--- src/rtl/asip_alu_pkg.sv ---
// ---------------------------------------------------------------------------
// asip_alu_pkg
// Shared definitions for the ASIP ALU:
//   opcode_t       - 4-bit operation codes decoded from the Control port
//   FLAG_*         - bit positions of N/Z/C/V inside the Flags port
//   SH_*           - shift-mode selectors for asip_alu_shifter
// ---------------------------------------------------------------------------
package asip_alu_pkg;

    typedef enum logic [3:0] {
        OP_ADD  = 4'd0,
        OP_SUB  = 4'd1,
        OP_MUL  = 4'd2,
        OP_AND  = 4'd3,
        OP_OR   = 4'd4,
        OP_XOR  = 4'd5,
        OP_NOT  = 4'd6,
        OP_SHL  = 4'd7,
        OP_SHR  = 4'd8,
        OP_SRA  = 4'd9,
        OP_MOV  = 4'd10,
        OP_MAC  = 4'd11,
        OP_ADD3 = 4'd12,
        OP_CMP  = 4'd13,
        OP_SEL  = 4'd14,
        OP_NOP  = 4'd15
    } opcode_t;

    localparam int FLAG_N = 3;
    localparam int FLAG_Z = 2;
    localparam int FLAG_C = 1;
    localparam int FLAG_V = 0;

    localparam logic [1:0] SH_LEFT        = 2'd0;
    localparam logic [1:0] SH_RIGHT_LOG   = 2'd1;
    localparam logic [1:0] SH_RIGHT_ARITH = 2'd2;

endpackage

--- src/rtl/asip_alu_shifter.sv ---
// ---------------------------------------------------------------------------
// asip_alu_shifter
// Combinational barrel shifter with carry-out of the last bit shifted out.
// Ports:
//   a      - operand
//   sh     - shift amount (already reduced modulo ALUSize)
//   mode   - SH_LEFT / SH_RIGHT_LOG / SH_RIGHT_ARITH
//   result - shifted value
//   carry  - last bit shifted out, 0 when sh == 0
// ---------------------------------------------------------------------------
module asip_alu_shifter
    import asip_alu_pkg::*;
#(
    parameter int ALUSize = 32,
    localparam int SHW    = $clog2(ALUSize)
) (
    input  logic [ALUSize-1:0] a,
    input  logic [SHW-1:0]     sh,
    input  logic [1:0]         mode,
    output logic [ALUSize-1:0] result,
    output logic               carry
);

    // One guard bit beside the operand catches the last bit shifted out;
    // with sh == 0 the guard bit stays zero, giving carry = 0 for free.
    logic [ALUSize:0] left_ext;
    logic [ALUSize:0] right_ext;

    assign left_ext = {1'b0, a} << sh;

    always_comb begin
        if (mode == SH_RIGHT_ARITH) begin
            right_ext = $unsigned($signed({a, 1'b0}) >>> sh);
        end else begin
            right_ext = {a, 1'b0} >> sh;
        end
    end

    always_comb begin
        if (mode == SH_LEFT) begin
            result = left_ext[ALUSize-1:0];
            carry  = left_ext[ALUSize];
        end else begin
            result = right_ext[ALUSize:1];
            carry  = right_ext[0];
        end
    end

endmodule

--- src/rtl/asip_alu.sv ---
// ---------------------------------------------------------------------------
// asip_alu
// Single-cycle ALU with a registered result and N/Z/C/V flags.
// Ports:
//   clk     - clock, rising edge
//   reset   - asynchronous active-high reset (clears Result and Flags)
//   A, B, C - operands; B[log2(ALUSize)-1:0] is also the shift amount
//   Control - opcode (asip_alu_pkg::opcode_t)
//   Result  - registered result, 1-cycle latency
//   Flags   - registered {N,Z,C,V}
// CMP updates only Flags; NOP holds both registers.
// ---------------------------------------------------------------------------
module asip_alu
    import asip_alu_pkg::*;
#(
    parameter int ALUSize = 32
) (
    input  logic               clk,
    input  logic               reset,
    input  logic [ALUSize-1:0] A,
    input  logic [ALUSize-1:0] B,
    input  logic [ALUSize-1:0] C,
    input  logic [3:0]         Control,
    output logic [ALUSize-1:0] Result,
    output logic [3:0]         Flags
);

    localparam int SHW = $clog2(ALUSize);
    localparam int MSB = ALUSize - 1;

    logic [ALUSize-1:0] result_reg, result_next;
    logic [3:0]         flags_reg, flags_next;

    logic [ALUSize:0]   add_ext;
    logic [ALUSize-1:0] sub_res;
    logic [ALUSize+1:0] add3_ext;
    logic [ALUSize-1:0] mul_res;
    logic [ALUSize-1:0] mac_res;
    logic [ALUSize-1:0] shift_res;
    logic               shift_carry;
    logic [1:0]         shift_mode;

    assign add_ext  = {1'b0, A} + {1'b0, B};
    assign sub_res  = A - B;
    // Two headroom bits: A+B+C can exceed 2^ALUSize by up to 2x.
    assign add3_ext = {2'b00, A} + {2'b00, B} + {2'b00, C};
    assign mul_res  = A * B;
    assign mac_res  = A * B + C;

    always_comb begin
        case (Control)
            OP_SHL:  shift_mode = SH_LEFT;
            OP_SRA:  shift_mode = SH_RIGHT_ARITH;
            default: shift_mode = SH_RIGHT_LOG;
        endcase
    end

    asip_alu_shifter #(
        .ALUSize (ALUSize)
    ) u_shifter (
        .a      (A),
        .sh     (B[SHW-1:0]),
        .mode   (shift_mode),
        .result (shift_res),
        .carry  (shift_carry)
    );

    logic [ALUSize-1:0] val;
    logic               c_bit;
    logic               v_bit;
    logic               update;
    logic               write_res;

    always_comb begin
        val         = result_reg;
        c_bit       = 1'b0;
        v_bit       = 1'b0;
        update      = 1'b1;
        write_res   = 1'b1;
        result_next = result_reg;
        flags_next  = flags_reg;

        case (Control)
            OP_ADD: begin
                val   = add_ext[MSB:0];
                c_bit = add_ext[ALUSize];
                v_bit = (A[MSB] == B[MSB]) && (add_ext[MSB] != A[MSB]);
            end
            OP_SUB, OP_CMP: begin
                val       = sub_res;
                c_bit     = (A >= B);
                v_bit     = (A[MSB] != B[MSB]) && (sub_res[MSB] != A[MSB]);
                write_res = (Control != OP_CMP);
            end
            OP_MUL:  val = mul_res;
            OP_AND:  val = A & B;
            OP_OR:   val = A | B;
            OP_XOR:  val = A ^ B;
            OP_NOT:  val = ~A;
            OP_SHL, OP_SHR, OP_SRA: begin
                val   = shift_res;
                c_bit = shift_carry;
            end
            OP_MOV:  val = A;
            OP_MAC:  val = mac_res;
            OP_ADD3: begin
                val   = add3_ext[MSB:0];
                c_bit = |add3_ext[ALUSize+1:ALUSize];
            end
            OP_SEL:  val = (C != '0) ? A : B;
            OP_NOP:  update = 1'b0;
            default: update = 1'b0;
        endcase

        if (update) begin
            flags_next[FLAG_N] = val[MSB];
            flags_next[FLAG_Z] = (val == '0);
            flags_next[FLAG_C] = c_bit;
            flags_next[FLAG_V] = v_bit;
            if (write_res) begin
                result_next = val;
            end
        end
    end

    always_ff @(posedge clk or posedge reset) begin
        if (reset) begin
            result_reg <= '0;
            flags_reg  <= 4'b0000;
        end else begin
            result_reg <= result_next;
            flags_reg  <= flags_next;
        end
    end

    assign Result = result_reg;
    assign Flags  = flags_reg;

endmodule

--- config.mk ---
export PLATFORM = sky130hd
export DESIGN_NAME = asip_alu
export DESIGN_NICKNAME = d
export VERILOG_FILES = /design/src/rtl/asip_alu_pkg.sv /design/src/rtl/asip_alu_shifter.sv /design/src/rtl/asip_alu.sv
export SDC_FILE = /design/constraint.sdc
export NUM_CORES = 2
export LEC_CHECK = 0
export ABC_CLOCK_PERIOD_IN_PS = 3700
export CORE_ASPECT_RATIO = 0.8
export CORE_MARGIN = 3
export CORE_UTILIZATION = 30
export CTS_CLUSTER_SIZE = 8
export DETAILED_ROUTE_END_ITERATION = 16
export MAX_ROUTING_LAYER = met4
export PLACE_DENSITY = 0.42
export SETUP_SLACK_MARGIN = 0.2
export SYNTH_ARGS = -nofsm -noshare
export SYNTH_HDL_FRONTEND = slang
export SYNTH_SLANG_ARGS = --single-unit
--- constraint.sdc ---
create_clock -name clk -period 3.7 [get_ports clk]
set_clock_uncertainty 0.2 [all_clocks]
set_input_delay 0.74 -clock clk [delete_from_list [all_inputs] [get_ports clk]]
set_output_delay 0.74 -clock clk [all_outputs]
set_load 0.05 [all_outputs]
# Word level (Yosys, flattened, before mapping)
# Cells that the tools add are included.
# totals
ff_bits	36
latch_bits	0
mem_bits_rw	0
mem_bits_ro	0
inputBits	102
output_inout_bits	36
elab_cells	57
mem_count	0
# op_classes
n_addsub	5
mul	1
div_mod_pow	0
n_lt_le_gt_ge	1
n_eq_ne	21
n_shift	3
mux	9
bitwise	5
reduce_logical	10
# ops
operator	n
$pmux 32 s12	1
$add 32x32->33	2
$mux 32	2
$add 33x32->34	1
$mux 33	1
$shl 32x5->33	1
$shr 33x5->33	1
$sshr 33x5->33	1
$add 32x32->32	1
$and 32x32->32	1
$eq 4x4->1 const B	8
$ge 32x32->1	1
$logic_not 32->1	1
$mul 32x32->32	1
$not 32->32	1
$or 32x32->32	1
$reduce_bool 32->1	1
$sub 32x32->32	1
$xor 32x32->32	1
$eq 4x3->1 const B	4
$eq 4x2->1 const B	2
$eq 4x1->1 const B	1
$logic_not 4->1	1
$ne 4x4->1 const B	1
other kinds (13)	18

# Logic depth before layout (Yosys ltp)
# logic_depth
ltp_word	7
depth_mapped	45
depth_no_buf	38

# Cells and area by module
# A second synthesis with hierarchy kept.
# hier_totals
hier_cells	4164
area_unflattened_um2	32610.0
# modules_own_cells
mod	n_inst	cells_per_inst	area_per_inst_um2	seq_area_each_um2
asip_alu	1	3590	28083.2	900.9
asip_alu_shifter	1	574	4526.8	0.0

# Worst setup path before layout
# No wires, ideal clock.
# synth_path
kind	input to register
startpoint	input B[3]
endpoint	register flags_reg[2], in the netlist Flags[2]
setup_time_ps	103
arrival_time_ps	10998
path_slack_ps	-7602
stages	43
path_cell_list	buf_2 > buf_2 > inv_1 > buf_2 > buf_2 > buf_1 > buf_1 > clkbuf_1 > nor2_1 > fa_1 > inv_1 > fa_1 > fa_1 > fa_1 > inv_1 > fa_1 > inv_1 > fa_1 > [... 7 more ...] > o21ai_2 > o31ai_1 > a21oi_1 > o21ai_1 > a21oi_1 > xnor2_1 > ha_1 > a21oi_1 > a21oi_1 > a31oi_1 > nor2_1 > or4_1 > a2111oi_0 > o221ai_1 > a21oi_1 > nand2_1 > or4_1 > o41ai_2
# synth_via
elab_chain_len	5
word_cells_on_any_way	17
cone_classes	add/sub: 5; mul: 1; shift: 3; mux: 4; bitwise: 3; reduce/logical: 1
# synth_rtl
item	line	text
start: declaration	asip_alu.sv:21	input logic [ALUSize-1:0] B,
parallel branches: the longest is 3 deep, another holds $mul 32x32->32	--	
$pmux 32 s12 (*)	asip_alu.sv:83	case (Control)
$logic_not 32->1 (*)	asip_alu.sv:117	flags_next[FLAG_Z] = (val == '0);
end signal: assignment	asip_alu.sv:132	flags_reg <= flags_next;
end: declaration	asip_alu.sv:32	logic [3:0] flags_reg, flags_next;
# Mark *: on every way between the ends.
# A chain may end at the register's enable or synchronous reset.

# Worst setup path in the final report
# layout_path
startpoint	input B[10]
endpoint	register flags_reg[2], in the netlist Flags[2]
# layout_via
elab_chain_len	4
word_cells_on_any_way	12
cone_classes	add/sub: 5; mul: 1; mux: 2; bitwise: 3; reduce/logical: 1
# layout_rtl
item	line
$mul 32x32->32 or $add 32x32->33 (tied branches)	--
$add 32x32->32 or $add 33x32->34 (tied branches)	asip_alu.sv:48, asip_alu.sv:46
$pmux 32 s12 (*)	asip_alu.sv:83
$logic_not 32->1 (*)	asip_alu.sv:117
# Every way passes the cells marked *; elsewhere a longest branch is shown, timed or not.

==> flow_metrics.tcl <==
set metrics [dict create \
    outcome "finished with violations" \
    violations "negative setup slack" \
    drc 0 \
    netlist.area_leader.share_pct 27.7 \
    area_growth_syn_to_layout_pct 54.7 \
    final_nets 6186 \
    cts_buffers 5 \
    async_reset_ff_share_pct 100 \
    routed_wl_um 209000 \
    final_area_sq_um 49600 \
    n_fill_cell 10400 \
    start_util_pct 30.5 \
    cpPeakStageDelay_ns 0.57 \
    yosysWarnings 0 \
    hold_violations 0 \
    synth_top_area_cell "fa_1" \
    hp-start "Flags[3]" \
    ys_ff_latch 36 \
    dp_hpwl_um 174000 \
    finalMaxSlewViolations 0 \
    cp_slowest_cell "fa_1" \
    die_y_um 298 \
    coreArea_sq_um 105000 \
    hold_ws_ns 0.291 \
    grt_pass1_vias 37800 \
    wire_per_inst_um 30.9 \
    placedInstanceArea_sq_um 45000 \
    hold_end "Flags[3]" \
    setup_slack_ns -6.19 \
    startpoint_type "primary input" \
    synth_commonest_cells "inv_1, nor2_1, nand2_1, fa_1, ha_1" \
    synth-edff-count 0 \
    worst_pin_slew_ns 1.28 \
    grt_use_met2_pct 52.0 \
    postRouteAntennaNets 0 \
    synth_area_per_cell_sq_um 7.80 \
    hold_class "reg2reg" \
    critPathKind "in2reg" \
    slew-limit-headroom_pct 12.5 \
    synth-seq-area-share_pct 2.81 \
    die_x_um 371 \
    via_per_inst 5.65 \
    synthesis.nets 4937 \
    fin_crit_ns 9.89 \
    reg2reg_from "Result[4]" \
    grt_pass1_wl_um 291000 \
    synth_cell_types 99 \
    synthCells 4109 \
    worstPathArrival_ns 9.90 \
    maxCapViolations 0 \
    yosysMostFrequentCell "inv_1" \
    setup_violations 34 \
    syn-cell-area_sq_um 32000 \
    numPortBuffers 137 \
    grt-ovfl-total 0 \
    cts_tree "built" \
    first_pass_iters 6 \
    crit_required_ns 3.71 \
    max_freq_ghz 0.101 \
    grt_antenna_before_repair 7 \
    grt_max_degree 52 \
    clkTransAtPathRegs_ns 0.07 \
    vias 38200 \
    synthTopCellsByArea "fa_1, ha_1, inv_1" \
    synth_ff_type "dfrtp_1" \
    cts.htree.levels 2 \
    post-route-period-util_pct 267 \
    track_usage_pct 38.1 \
    place_congestion 1.08 \
    min_path_cells 1 \
    rsz0062_at_grt "yes" \
    globalRouteMet1Util_pct 53.5 \
    die_area_sq_um 111000 \
    cpMostUsedCell "fa_1" \
    clock_latency_ns 0.31 \
    grt_use_met3_pct 10.4 \
    drive_gt1_share_pct 36.6 \
    clockBufferDepth 2 \
    r2r-end "Flags[2]" \
    worstRegToRegCells 8 \
    end_kind "register" \
    first_iter_violations 4396 \
    top_usage_layer "met1" \
    io_pins 138 \
    reg2reg_setup_slack_ns 0.80 \
    clkSinkCount 36 \
    rows 106 \
    cts_root_buffer "clkbuf_16" \
    critical_path.max_fanout 3 \
]
==> registers in the layout, indices dropped and copies added (netlist names) <==
register	count
Result	32
Flags	4
==> cell usage in the layout (no fill, tap or decap), types with 33 or more instances in the layout <==
| cell type | n |
|---|---|
| nor3_1 | 56 |
| nand2_1 | 459 |
| ha_1 | 195 |
| a21oi_1 | 184 |
| fa_1 | 411 |
| buf_4 | 1173 |
| dfrtp_1 | 36 |
| mux4_2 | 42 |
| ha_4 | 80 |
| buf_12 | 84 |
| inv_1 | 454 |
| fa_2 | 33 |
| o21ai_0 | 153 |
| nand3_1 | 56 |
| xnor2_1 | 105 |
| mux2i_1 | 61 |
| nor2_2 | 34 |
| nor2_1 | 440 |
| buf_6 | 109 |
| a21o_1 | 41 |
| a211oi_1 | 34 |
| nand4_1 | 33 |
| clkdlybuf4s50_1 | 92 |
| o211ai_1 | 33 |
| nand2b_1 | 34 |
==> worst max-delay path, delay by kind of cell <==
kind	cells	cell delay (ns)
AO/OA/AOI/OAI	13	2.35
buffers and inverters	7	0.65
XOR/XNOR	1	0.40
AND/OR/NAND/NOR	7	1.26
adder cells (fa/ha/maj)	10	4.47
==> how the worst max path moves through the flow <==
stage,cells after the start,endpoint,from
floorplan,42,Flags[2],B[3]
global placement,38,Flags[2],B[6]
detailed placement,38,Flags[2],A[13]
CTS,40,Flags[2],A[11]
global route,40,Flags[2],B[10]
finish,38,Flags[2],B[10]
==> cell families after synthesis <==
logic type	count (synthesis)	share of synthesized area [%]
simple gates	1348	18.7
compound gates	893	18.8
fa+ha+maj	726	38.7
xor+xnor	153	4.18
flops	36	2.81
mux	147	6.79
buf+inv	806	10.0
==> what timing repair did <==
action	4_1_cts	5_1_grt
cloned	8	1
gates resized for setup	644	226
hold buffers	0	0
pin swaps	173	131
endpoints found under the setup margin	36	36
buffers inserted	61	33
==> stage by stage <==
step	setup TNS (ns)	worst slack [ns]	utilization, %	instances
finish	-138.74	-6.19	47.1	6768
global placement	-182.22	-7.47	42.8	6652
global route	-145.12	-6.42	47.1	6767
CTS	-136.79	-6.14	45.8	6729
floorplan	-134.40	-6.28	-	4109
detailed placement	-182.63	-7.59	42.8	6652
==> layout make-up <==
cell class | count | area (sq um) | share of cell area [%]
antenna | 5 | 12.5 | 0.0252
clock buffer | 5 | 125 | 0.252
clock inverter | 3 | 46.3 | 0.0934
inverter | 522 | 2160 | 4.36
multi-input combinational | 3267 | 30800 | 62.2
sequential | 36 | 901 | 1.82
tap | 1404 | 1760 | 3.54
timing repair buffer | 1525 | 13700 | 27.7
timing repair inverter | 1 | 8.76 | 0.0177
==> per-layer routing <==
layer	wire (um)	share of wire (%)	up-vias
met3	25200	12	394
met2	83400	40	2170
met1	91300	44	19200
met4	9370	4.5	0
li1	-	-	16500
met5	0	0	-
Power is left out: the tool's default activity adds up to more than one toggle a clock period on the data nets, which glitch-free logic cannot reach.
